## src/rtl/lc3b_mem_arbiter.sv

```systemverilog
// Two-port (fetch A, data B) to single memory port arbiter with conflict counter.
// Define LC3B_ARB_ROUND_ROBIN_EN for round-robin grants on conflict.
module lc3b_mem_arbiter #(
  parameter int ADDR_W = 16,
  parameter int DATA_W = 16,
  parameter int CNT_W  = 16
) (
  input  logic                clk,
  input  logic                reset_n,
  input  logic                read_a,
  input  logic [ADDR_W-1:0]   address_a,
  output logic                resp_a,
  output logic [DATA_W-1:0]   rdata_a,
  input  logic                read_b,
  input  logic                write_b,
  input  logic [ADDR_W-1:0]   address_b,
  input  logic [DATA_W-1:0]   wdata_b,
  input  logic [DATA_W/8-1:0] wmask_b,
  output logic                resp_b,
  output logic [DATA_W-1:0]   rdata_b,
  output logic                mem_read,
  output logic                mem_write,
  output logic [ADDR_W-1:0]   mem_address,
  output logic [DATA_W-1:0]   mem_wdata,
  output logic [DATA_W/8-1:0] mem_wmask,
  input  logic                mem_resp,
  input  logic [DATA_W-1:0]   mem_rdata,
  input  logic                conflict_count_reset,
  output logic [CNT_W-1:0]    conflict_count
);

  localparam int MW = DATA_W / 8;

  typedef enum logic [1:0] {
    IDLE,
    SERVE_A,
    SERVE_B
  } state_e;

  state_e              state_q, state_d;
  logic                rd_q, rd_d;
  logic                wr_q, wr_d;
  logic [ADDR_W-1:0]   addr_q, addr_d;
  logic [DATA_W-1:0]   wdata_q, wdata_d;
  logic [MW-1:0]       wmask_q, wmask_d;
  logic [CNT_W-1:0]    cnt_q, cnt_d;
  logic                req_a, req_b;
  logic                conflict, grant_b;
`ifdef LC3B_ARB_ROUND_ROBIN_EN
  logic                last_b_q, last_b_d;
`endif

  always_comb begin
    req_a    = read_a;
    req_b    = read_b | write_b;
    conflict = req_a & req_b;
`ifdef LC3B_ARB_ROUND_ROBIN_EN
    grant_b  = req_b & (~req_a | ~last_b_q);
    last_b_d = last_b_q;
`else
    grant_b  = req_b;
`endif
    state_d  = state_q;
    rd_d     = rd_q;
    wr_d     = wr_q;
    addr_d   = addr_q;
    wdata_d  = wdata_q;
    wmask_d  = wmask_q;
    cnt_d    = cnt_q;
    unique case (state_q)
      IDLE: begin
        if (grant_b) begin
          state_d  = SERVE_B;
          // simultaneous read+write collapses to a write
          rd_d     = read_b & ~write_b;
          wr_d     = write_b;
          addr_d   = address_b;
          wdata_d  = wdata_b;
          wmask_d  = wmask_b;
`ifdef LC3B_ARB_ROUND_ROBIN_EN
          last_b_d = 1'b1;
`endif
        end else if (req_a) begin
          state_d  = SERVE_A;
          rd_d     = 1'b1;
          wr_d     = 1'b0;
          addr_d   = address_a;
          wdata_d  = '0;
          wmask_d  = '1;
`ifdef LC3B_ARB_ROUND_ROBIN_EN
          last_b_d = 1'b0;
`endif
        end
        if (conflict && cnt_q != '1) begin
          cnt_d = cnt_q + CNT_W'(1);
        end
      end
      SERVE_A, SERVE_B: begin
        if (mem_resp) begin
          state_d = IDLE;
          rd_d    = 1'b0;
          wr_d    = 1'b0;
        end
      end
      default: state_d = IDLE;
    endcase
    if (conflict_count_reset) begin
      cnt_d = '0;
    end
  end

  always_ff @(posedge clk or negedge reset_n) begin
    if (!reset_n) begin
      state_q  <= IDLE;
      rd_q     <= 1'b0;
      wr_q     <= 1'b0;
      addr_q   <= '0;
      wdata_q  <= '0;
      wmask_q  <= '0;
      cnt_q    <= '0;
`ifdef LC3B_ARB_ROUND_ROBIN_EN
      last_b_q <= 1'b0;
`endif
    end else begin
      state_q  <= state_d;
      rd_q     <= rd_d;
      wr_q     <= wr_d;
      addr_q   <= addr_d;
      wdata_q  <= wdata_d;
      wmask_q  <= wmask_d;
      cnt_q    <= cnt_d;
`ifdef LC3B_ARB_ROUND_ROBIN_EN
      last_b_q <= last_b_d;
`endif
    end
  end

  // response routing is combinational so resp lands in the mem_resp cycle
  assign resp_a         = (state_q == SERVE_A) & mem_resp;
  assign resp_b         = (state_q == SERVE_B) & mem_resp;
  assign rdata_a        = resp_a ? mem_rdata : '0;
  assign rdata_b        = resp_b ? mem_rdata : '0;
  assign mem_read       = rd_q;
  assign mem_write      = wr_q;
  assign mem_address    = addr_q;
  assign mem_wdata      = wdata_q;
  assign mem_wmask      = wmask_q;
  assign conflict_count = cnt_q;

endmodule

```

## config.mk

```make
export PLATFORM = sky130hd
export DESIGN_NAME = lc3b_mem_arbiter
export DESIGN_NICKNAME = d
export VERILOG_FILES = /design/src/rtl/lc3b_mem_arbiter.sv
export SDC_FILE = /design/constraint.sdc
export NUM_CORES = 1
export LEC_CHECK = 0
export CORE_AREA = 10 10 94 96
export DETAILED_ROUTE_END_ITERATION = 12
export DIE_AREA = 0 0 104 106
export PLACE_DENSITY_LB_ADDON = 0.3
export SLEW_MARGIN = 20
export SYNTH_ARGS = -nofsm -noshare
export SYNTH_HDL_FRONTEND = slang
export SYNTH_SLANG_ARGS = --single-unit
```

## constraint.sdc

```tcl
create_clock -name clk -period 4.79 [get_ports clk]
set_input_delay 0.7185 -clock clk [delete_from_list [all_inputs] [get_ports clk]]
set_output_delay 0.7185 -clock clk [all_outputs]
set_load 0.005 [all_outputs]
```

### After elaboration in Yosys (flattened, before gate mapping)

Cells that the tools add are included.
W data, S select, Z words.

* bits in registers: 54
* latch bits: 0
* bits in writable memories: 0
* bits in read-only memories: 0
* input bits: 73
* output and inout port bits: 86
* word-level logic and storage cells: 52
* memories kept: 0

* add/sub/neg operators: 1
* multiply operators: 0
* div/mod/pow operators: 0
* $lt $le $gt $ge: 0
* equality and inequality tests: 5
* shifts and indexed selects: 0
* multiplexer cells: 22
* bitwise logic cells: 6
* reduce and logical (&&, ||, !) cells: 11

Operators with widths (number)
* $mux W16: 9
* $add A16 B1 Y16 const B: 1
* $ne A16 B16 Y1 const B: 1
* $mux W2: 5
* $reduce_bool A2 Y1: 4
* $reduce_and A2 Y1: 3
* $mux W1: 5
* $and A1 B1 Y1: 4
* $pmux W1 S2: 2
* $pmux W2 S2: 1
* $ne A3 B3 Y1 const B: 1
* $reduce_and A3 Y1: 1
* $eq A2 B1 Y1 const B: 1
* $eq A2 B2 Y1 const B: 1
* $logic_not A2 Y1: 1
* $ne A2 B2 Y1 const B: 1
* $reduce_or A2 Y1: 1
* $logic_and A1 B1 Y1: 1
* $not A1 Y1: 1
* $or A1 B1 Y1: 1

### Logic depth before layout (Yosys ltp)

* word-level depth: 6
* depth in mapped cells: 8
* gate-level depth less buffers: 6

### Worst setup path after synthesis

Ideal clock, no wire load.

* kind: input-to-reg
* from: input port write_b
* to: register cnt_q[13], in the netlist conflict_count[13]
* setup time: 0.077 ns
* arrival time: 2.127 ns
* slack: 2.585 ns
* cell stages on the path: 6
* buffers on the path: 2
* cell sequence: clkbuf_8 -> o211ai_2 -> or4_1 -> clkbuf_2 -> or4_1 -> a21oi_1

* longest elaborated chain between the ends: 5

RTL lines
* start: declaration: line 15 `input logic write_b,`
* $or A1 B1 Y1: line 55 `req_b = read_b | write_b;`
* $and A1 B1 Y1: line 56 `conflict = req_a & req_b;`
* $logic_and A1 B1 Y1: line 94 `if (conflict && cnt_q != '1) begin`
* $reduce_bool A2 Y1 (no line)
* $reduce_and A2 Y1 (no line)
* end signal: assignment: line 131 `cnt_q <= cnt_d;`
* end: declaration: line 46 `logic [CNT_W-1:0] cnt_q, cnt_d;`

Every way passes these cells.
A chain may end at the register's enable or synchronous reset.

### Worst setup path after layout

* from: input port mem_resp
* to: output port rdata_a[7]

* longest elaborated chain between the ends: 2

RTL lines
* start: declaration: line 26 `input logic mem_resp,`
* $and A1 B1 Y1: line 139 `assign resp_a = (state_q == SERVE_A) & mem_resp;`
* $mux W16: line 141 `assign rdata_a = resp_a ? mem_rdata : '0;`
* end: declaration: line 13 `output logic [DATA_W-1:0] rdata_a,`

Every way passes these cells.

==> flow_summary.toml <==
[sta]
setup_viol = 0
fin_crit_ps = 3190
fin_setup_tns_ps = 0
fin_crit_sh_pct = 66.6
hold_violations = 0
maxSlewHeadroom_pct = 50.2
tightest_slew_ps = 745
maxSlewViolCount = 0
finClkSkew_ps = 9.11
rsz0062_at_grt = "no"
fmax_mhz = 313

[detailed_routing]
wirelength_mm = 8.84
drt.antenna.violating_nets = 0
drcViolationCount = 0
post_drt_wl_per_cell_um = 16.9
viasPerCell = 5.15
drt_iter0_markers = 82
vias = 2700
drt-pass1-iter-count = 6

[layout]
regArea_sq_mm = 0.00135
final_area_sq_mm = 0.00451
num-fill-cells = 636
num_antenna_cells = 0
areaGrowthSynthToFinish_pct = 62.3
final_core_util_pct = 63.9
layout_common_cells = "clkdlybuf4s50_1 (157), dfrtp_1 (54), and3_1 (33)"
fin_nets = 501
multi_input_area_sq_mm = 0.00132
drive_above_1_share_pct = 5.88
layout_commonest_cell = "clkdlybuf4s50_1"

[pwr]
total_power_mw = 1.89
pwr_density_cell_mw_per_mm2 = 419
p_leak_nw = 1.89
ir_drop_mv = 0.242

[worst_setup_path]
critPathLaunch = "mem_resp"
critPathArrivalTime_ps = 2470
reg2reg_from = "state_q[0]"
setup.worst_path.class = "in2out"
reg2reg_to = "conflict_count[11]"
end_kind = "primary output"
crit_fanout = 35
worst-r2r-cell-count = 6
start_kind = "input port"
cp.required_ps = 4070
ff2ff_setup_slack_ps = 2180

[clock_network]
htreeDepth = 2
post_cts_resized = 0
root_buffer = "clkbuf_8"
clock_sinks = 54
cts_buffer_depth = 2
cts_hold_buf = 0
cts_tree = "yes"
cts_setup_buffers = 0
path_clk_slew_ps = 100
clock_latency_ps = 310
cts_made_buffers = 5

[run_status]
status = "completed"

[floorplan]
dieWidth_um = 104
die_h_um = 106
core_sq_mm = 0.00706
pin_count = 159
die_area_sq_mm = 0.0110
row_count = 31
start_util_pct = 39.4

[placed_design]
placed_area_sq_mm = 0.00442
hpwlAfterDp_mm = 7.12
place.port_buffers = 158
gp_congestion = 0.760

[logic_synthesis]
synthFlopType = "dfrtp_1"
synth-compound-area-share_pct = 16.4
synth_nets = 352
synthXorXnorAreaFrac_pct = 0
yosys.area_share.adder_pct = 1.80
yosys.area_share.simple_pct = 21.5
yosysUniqueCellTypes = 40
synth-edff-count = 0
muxShareOfSynthArea_pct = 7.29
yosysSeqAreaShare_pct = 48.6
syn-instance-count = 275
synth_top_family_by_area = "simple AND/OR/NAND/NOR gates"
ys_warn_count = 0
synth_area_sq_mm = 0.00278
async_reset_ff_share_pct = 100
ys_seq_elements = 54
syn_avg_cell_area_sq_um = 10.1

[hold_path]
hold_path.class = "reg2reg"
worstHoldEndpoint = "mem_address[2]"
hold_depth = 2
hp-start = "mem_address[2]"

[global_routing]
grt_max_degree = 55
grt_first_pass_wirelength_mm = 14.1
grt_use_total_pct = 15.4
first_global_vias = 2703
grt-ovfl-total = 0
antenna_found_initial = 0

[flow_run]
maxCapViolCount = 0
==> critical path, cell delays in order <==
cell and delay [ps]:
clkdlybuf4s50_1 950, and3_1 280, clkdlybuf4s50_1 520
==> cells in the mapped netlist, types with 3 or more instances <==
library cell  number  area [sq um]
dfrtp_1           54          1350
clkbuf_1          14          52.6
nand3_1            7          35.0
inv_1              5          18.8
nand2_1           23          86.3
nor3b_1            3          22.5
o31ai_1            9          67.6
and3_1            33           206
nor4_1             4          25.0
a21oi_1           11          55.1
nor2b_1            3          18.8
nor2_1             6          22.5
o21ai_0           22           110
ha_1               4          50.1
or4_1              7          52.6
a22o_1            17           149
mux2i_1           18           180
nand4_1            3          18.8
==> state kept, by name (all words and copies together) (netlist names) <==
register and flops:
conflict_count 16, mem_address 16, mem_wdata 16, mem_wmask 2, state_q 2, mem_read 1, mem_write 1
==> layout make-up <==
cell class	instances	area share (%)
Clock buffer	5	1.53
Sequential cell	54	30.0
Inverter	5	0.416
Clock inverter	3	0.471
Timing Repair Buffer	162	35.6
Multi-Input combinational cell	196	29.3
Tap cell	99	2.75
==> how the worst max path moves through the flow <==
| stage | end | slack (ps) | cells past startpoint |
|---|---|---|---|
| floorplan | conflict_count[13] | 2590 | 6 |
| global placement | rdata_b[12] | 1670 | 3 |
| CTS | rdata_a[7] | 1600 | 3 |
| detailed placement | rdata_a[7] | 1610 | 3 |
| global route | rdata_b[12] | 1510 | 3 |
| finish | rdata_a[7] | 1600 | 3 |
==> report_power, final <==
| part | leakage [nW] | switching [mW] | internal, mW |
|---|---|---|---|
| clock | 0.0441 | 0.155 | 0.103 |
| sequential | 0.692 | 0.0896 | 0.615 |
| combinational | 1.16 | 0.392 | 0.537 |
==> logic make-up (layout without fill, tap and decap cells) <==
logic type / Yosys count / in the layout
and+or+nand+nor: 104 / 104
AOI/OAI and AO/OA: 68 / 68
DFF: 54 / 54
buffers and inverters: 25 / 175
muxes: 20 / 20
adders and majority gates: 4 / 4
==> layer usage <==
metal  wire length (um)  share of wire (%)  vias to the layer above  global-route usage (%)
met4                 80               0.90                        0                    3.88
met5                  0                  0                        -                       0
met1               3510                 40                     1257                    16.6
met3               1030                 12                        7                    8.27
met2               4220                 48                      122                    26.1
li1                   -                  -                     1314                       -
==> metrics by stage <==
stage          std cells  hold slack [ps]  setup slack (ps)
3_5_place_dp         516              470              1610
3_3_place_gp         516              460              1670
6_report             524              484              1600
5_1_grt              524              517              1510
4_1_cts              524              493              1600
2_1_floorplan        275              423              2590
Note: power is estimated with default switching activity, not from simulation.
